[config.mk]
export PLATFORM = sky130hd
export DESIGN_NAME = vote_scan_ctrl
export DESIGN_NICKNAME = d
export VERILOG_FILES = /design/src/rtl/vote_scan_ctrl.sv
export SDC_FILE = /design/constraint.sdc
export NUM_CORES = 1
export LEC_CHECK = 0
export BUFFER_PORTS_ARGS = -buffer_cell sky130_fd_sc_hd__buf_4
export CAP_MARGIN = 20
export CORE_MARGIN = 2
export CORE_UTILIZATION = 59
export DETAILED_ROUTE_END_ITERATION = 8
export GPL_TIMING_DRIVEN = 0
export PLACE_DENSITY = 0.93
export SETUP_SLACK_MARGIN = 0.4
export SLEW_MARGIN = 20
export SYNTH_ARGS = -nofsm -noshare
export SYNTH_HDL_FRONTEND = slang
export SYNTH_SLANG_ARGS = --single-unit
export TNS_END_PERCENT = 50
[constraint.sdc]
create_clock -name clk -period 6.4 [get_ports clk]
set_input_delay 0.96 -clock clk [delete_from_list [all_inputs] [get_ports clk]]
set_output_delay 0.96 -clock clk [all_outputs]
set_load 0.05 [all_outputs]
[src/rtl/vote_scan_ctrl.sv]
// Vote accumulation and scan sequencer for the class-decision path.
// Counts per-class votes, runs one finder scan per frame, hands off result.
module vote_scan_ctrl #(
  parameter int NUM       = 18,
  parameter int MIN_VOTES = 3
) (
  input  logic             clk,
  input  logic             rst_n,
  input  logic             i_vote_valid,
  input  logic [4:0]       i_vote_idx,
  output logic             o_vote_ready,
  input  logic             i_frame_done,
  input  logic             i_abort,
  output logic [NUM*7-1:0] o_cnt,
  output logic             o_cnt_en,
  output logic             o_cnt_clr,
  input  logic [4:0]       i_max_idx,
  input  logic [6:0]       i_max,
  output logic             o_res_valid,
  input  logic             i_res_ready,
  output logic [4:0]       o_res_idx,
  output logic [6:0]       o_res_max,
  output logic             o_res_none
);

  typedef enum logic [2:0] {
    S_ACCUM,
    S_SCAN,
    S_SETTLE,
    S_OUT,
    S_CLEAR
  } state_t;

  localparam logic [6:0] MINV = 7'(MIN_VOTES);
  localparam logic [4:0] LAST = 5'(NUM - 1);

  state_t     r_state;
  state_t     w_next;
  logic [4:0] r_scan;
  logic [6:0] r_cnt [NUM];
  logic       w_acc;
  logic       w_last;

  // abort suppresses the handshake so a same-cycle vote is held by the source
  assign o_vote_ready = (r_state == S_ACCUM) && !i_abort;
  assign w_acc        = i_vote_valid && o_vote_ready;
  assign w_last       = (r_scan == LAST);

  for (genvar k = 0; k < NUM; k++) begin : g_out
    assign o_cnt[k*7 +: 7] = r_cnt[k];
  end

  always_comb begin
    w_next = r_state;
    unique case (r_state)
      S_ACCUM:  if (i_frame_done) w_next = S_SCAN;
      S_SCAN:   if (w_last) w_next = S_SETTLE;
      S_SETTLE: w_next = S_OUT;
      S_OUT:    if (i_res_ready) w_next = S_CLEAR;
      S_CLEAR:  w_next = S_ACCUM;
      default:  w_next = S_ACCUM;
    endcase
    if (i_abort && r_state != S_CLEAR) w_next = S_CLEAR;
  end

  always_ff @(posedge clk or negedge rst_n) begin
    if (!rst_n) begin
      r_state     <= S_ACCUM;
      r_scan      <= '0;
      o_cnt_en    <= 1'b0;
      o_cnt_clr   <= 1'b0;
      o_res_valid <= 1'b0;
      o_res_idx   <= '0;
      o_res_max   <= '0;
      o_res_none  <= 1'b0;
    end else begin
      r_state     <= w_next;
      r_scan      <= (r_state == S_SCAN) ? r_scan + 5'd1 : '0;
      o_cnt_en    <= (w_next == S_SCAN);
      o_cnt_clr   <= (w_next == S_CLEAR);
      o_res_valid <= (w_next == S_OUT);
      if (r_state == S_SETTLE && !i_abort) begin
        o_res_idx  <= i_max_idx;
        o_res_max  <= i_max;
        o_res_none <= (i_max < MINV);
      end
    end
  end

  // out-of-range indices complete the handshake but match no counter
  always_ff @(posedge clk or negedge rst_n) begin
    if (!rst_n) begin
      for (int k = 0; k < NUM; k++) r_cnt[k] <= '0;
    end else if (r_state == S_CLEAR) begin
      for (int k = 0; k < NUM; k++) r_cnt[k] <= '0;
    end else if (w_acc) begin
      for (int k = 0; k < NUM; k++) begin
        if (i_vote_idx == 5'(k) && r_cnt[k] != 7'h7f)
          r_cnt[k] <= r_cnt[k] + 7'd1;
      end
    end
  end

endmodule

==> impl_metrics.json <==
{
  "status": "finished clean",
  "grt_pass1_wl_um": 37400,
  "ys.warnings.count": 0,
  "cts.sinks": 150,
  "critPathRequiredTime_ns": 5.44,
  "clkTransAtPathRegs_ns": 0.06,
  "wl_met1_um": 9030,
  "final_cells": 1184,
  "synth_area_mm2": 0.00780,
  "drc": 0,
  "synthAdderAreaFrac": 0.0321,
  "clock-root-buffer": "clkbuf_16",
  "synth_top_area_share": 0.481,
  "die_width_um": 119,
  "grt_usage": 0.334,
  "postSynthCellCount": 811,
  "n_antenna_cell": 0,
  "crit_path_start": "i_abort",
  "start_util": 0.596,
  "crit_type": "input pin to output port",
  "cp.arrival_ns": 2.37,
  "syn_nets": 854,
  "crit_path_end": "o_vote_ready",
  "synth-simple-area-share": 0.220,
  "place.gp.congestion": 0.875,
  "cts_tree": "yes",
  "core_area_mm2": 0.0131,
  "worstPathMaxFanout": 10,
  "synth_xor_area_frac": 0.00337,
  "synth_compound_area_frac": 0.187,
  "synth_edf_count": 0,
  "first_global_vias": 7359,
  "synth_top_family_by_area": "simple AND/OR/NAND/NOR gates",
  "fillerInstances": 861,
  "synth_area_leader_cell": "dfrtp_1",
  "worstSkewPairLatency_ns": 0.43,
  "min_period_ns": 3.33,
  "synth_cell_types": 56,
  "slowest_stage": "or4_4",
  "synth_common_cells": "150 x dfrtp_1, 76 x a21oi_1, 72 x nand3_1",
  "slew_headroom": 0.370,
  "power.leakage_nw": 4.32,
  "worst_path_largest_cell_delay_ns": 0.41,
  "post-cts-setup-buffers": 0,
  "top_layer": "met4",
  "drv_slew": 0,
  "post_cts_resize_count": 0,
  "hp-class": "input pin to async pin",
  "route.met2.wl_um": 10700,
  "viasPerCell": 6.54,
  "first_pass_iters": 7,
  "timing.rr.start": "r_state[1]",
  "finalHoldViolCount": 0,
  "finClkSkew_ns": 0.00538,
  "irDropWorstVdd_v": 0.000213,
  "worstSetupStartpointType": "input pin",
  "reg2reg_depth": 9,
  "crit_chain": "buf_4 -> or4_4 -> buf_6 -> inv_2 -> buf_2 -> buf_4",
  "drv_cap": 0,
  "cts_hold_buf": 0,
  "grt_max_degree": 86,
  "crit_path_end_kind": "output port",
  "ios": 166,
  "p_per_area_mw_per_mm2": 232,
  "final_core_util": 0.762,
  "tightest_slew_ns": 0.936,
  "fin_nets": 1038,
  "finalSetupViolCount": 0,
  "ant_nets": 0,
  "antenna_found_initial": 0,
  "max_freq_mhz": 301,
  "ys.flop_type": "dfrtp_1",
  "synth_area_per_cell_um2": 9.62,
  "yosysSeqAreaShare": 0.481,
  "gr-total-overflow": 0,
  "htree_levels": 4,
  "cp_common_cell": "buf_4",
  "dr.first_iter.drc_count": 980,
  "regArea_mm2": 0.00375,
  "setup_tns_ns": 0,
  "rows": 42,
  "dieArea_mm2": 0.0142,
  "wl_per_cell_um": 19.3,
  "num_vias": 7740,
  "dp_hpwl_um": 15300,
  "io_buffers": 163,
  "rsz0062_at_grt": "no",
  "clockBufferDepth": 2,
  "yosysMostFrequentCell": "dfrtp_1",
  "multiInputGateArea_mm2": 0.00376,
  "cts_buffers": 17,
  "die_h_um": 119,
  "post-route-period-util": 0.520,
  "dp_cells": 1152,
  "muxShareOfSynthArea": 0.0391,
  "rr_endpoint": "o_cnt[26]",
  "areaGrowthSynthToFinish_pct": 27.9,
  "synthArstFlopShare": 1.00,
  "ys_top_cells_by_area": "dfrtp_1 48%, o31ai_1 5.7%, a21oi_1 4.9%, nand3_1 4.6%, or4_1 4.5%",
  "drive_gt1_frac": 0.228,
  "wl_met3_um": 2160,
  "wirelength_um": 22800,
  "synth_seq_cells": 150,
  "reg2reg_slack_ns": 3.56
}
[routing by layer]
| layer | track usage | up-vias |
|---|---|---|
| met5 | 0 | - |
| met4 | 0.160 | 0 |
| met3 | 0.0867 | 93 |
| met2 | 0.526 | 478 |
| met1 | 0.433 | 3712 |
| li1 | - | 3457 |
[logic make-up (layout without fill, tap and decap cells)]
group	Yosys count	in the layout
buffers and inverters	74	271
muxes	29	29
xor gates and xnor gates	3	3
DFF	150	150
and+or+nand+nor	308	308
AOI/OAI and AO/OA	227	227
adders and majority gates	20	20
[cells in the final DEF (no fill, tap or decap), types with 7 or more instances in the layout]
cell and n:
and3_1 12, o211ai_1 10, o21ai_0 31, mux2_2 12, dfrtp_1 150, o21a_1 9, clkbuf_1 38, or3_1 24
ha_1 20, o41ai_1 8, or4_1 47, buf_4 163, a21oi_1 76, nand2b_1 7, nor4_1 8, mux2i_1 17
nand3_1 72, inv_1 28, o31ai_1 59, nor2_1 34, nand2_1 57, nor3_1 10, clkbuf_16 17
[sequential cells by signal, indices dropped and copies added, names as in the netlist]
| name | cells |
|---|---|
| o_cnt | 126 |
| o_res_max | 7 |
| o_res_idx | 5 |
| r_scan | 5 |
| r_state | 3 |
| o_cnt_clr | 1 |
| o_cnt_en | 1 |
| o_res_none | 1 |
| o_res_valid | 1 |
[critical path: cells and delay by family]
kind                   cells  cell delay, ns
and+or+nand+nor            1            0.41
buffers and inverters      5            0.99
[metrics by stage]
stage	setup slack [ns]	area [um2]	hold WS, ns	total power (W)
floorplan	3.50	7800	0.461	0.00108
global placement	2.69	9240	0.478	0.00116
detailed placement	2.87	9300	0.497	0.00117
CTS	3.11	9980	0.477	0.00231
global route	3.03	9980	0.492	0.00237
finish	3.07	9980	0.445	0.00231
[report_power, final]
| part | internal [W] | switching (W) | total [W] | leakage (nW) |
|---|---|---|---|---|
| registers | 0.000957 | 0.00000736 | 0.000965 | 2.08 |
| logic | 0.0000465 | 0.000147 | 0.000194 | 1.92 |
| clock network | 0.000749 | 0.000403 | 0.00115 | 0.325 |
| total | 0.00175 | 0.000558 | 0.00231 | 4.32 |
[area by class of cell]
cell class | count | share of cell area
inverter | 29 | 0.0109
timing repair buffer | 165 | 0.127
sequential | 150 | 0.376
clock inverter | 13 | 0.0227
clock buffer | 19 | 0.0454
tap | 176 | 0.0221
multi-input combinational | 587 | 0.377
buffer | 45 | 0.0188
[how the worst min path moves through the flow]
| stage | start | endpoint | slack, ns | cells past startpoint |
|---|---|---|---|---|
| final | rst_n | o_cnt[19] | 0.44 | 1 |
| after global routing | rst_n | o_cnt[19] | 0.49 | 1 |
| after floorplan | r_scan[0] | r_scan[0] | 0.46 | 1 |
| after detailed placement | o_res_idx[2] | o_res_idx[2] | 0.50 | 1 |
| after global placement | r_scan[0] | r_scan[0] | 0.48 | 1 |
| after CTS | rst_n | o_cnt[19] | 0.48 | 1 |
Power figures use the tool's default switching activity.
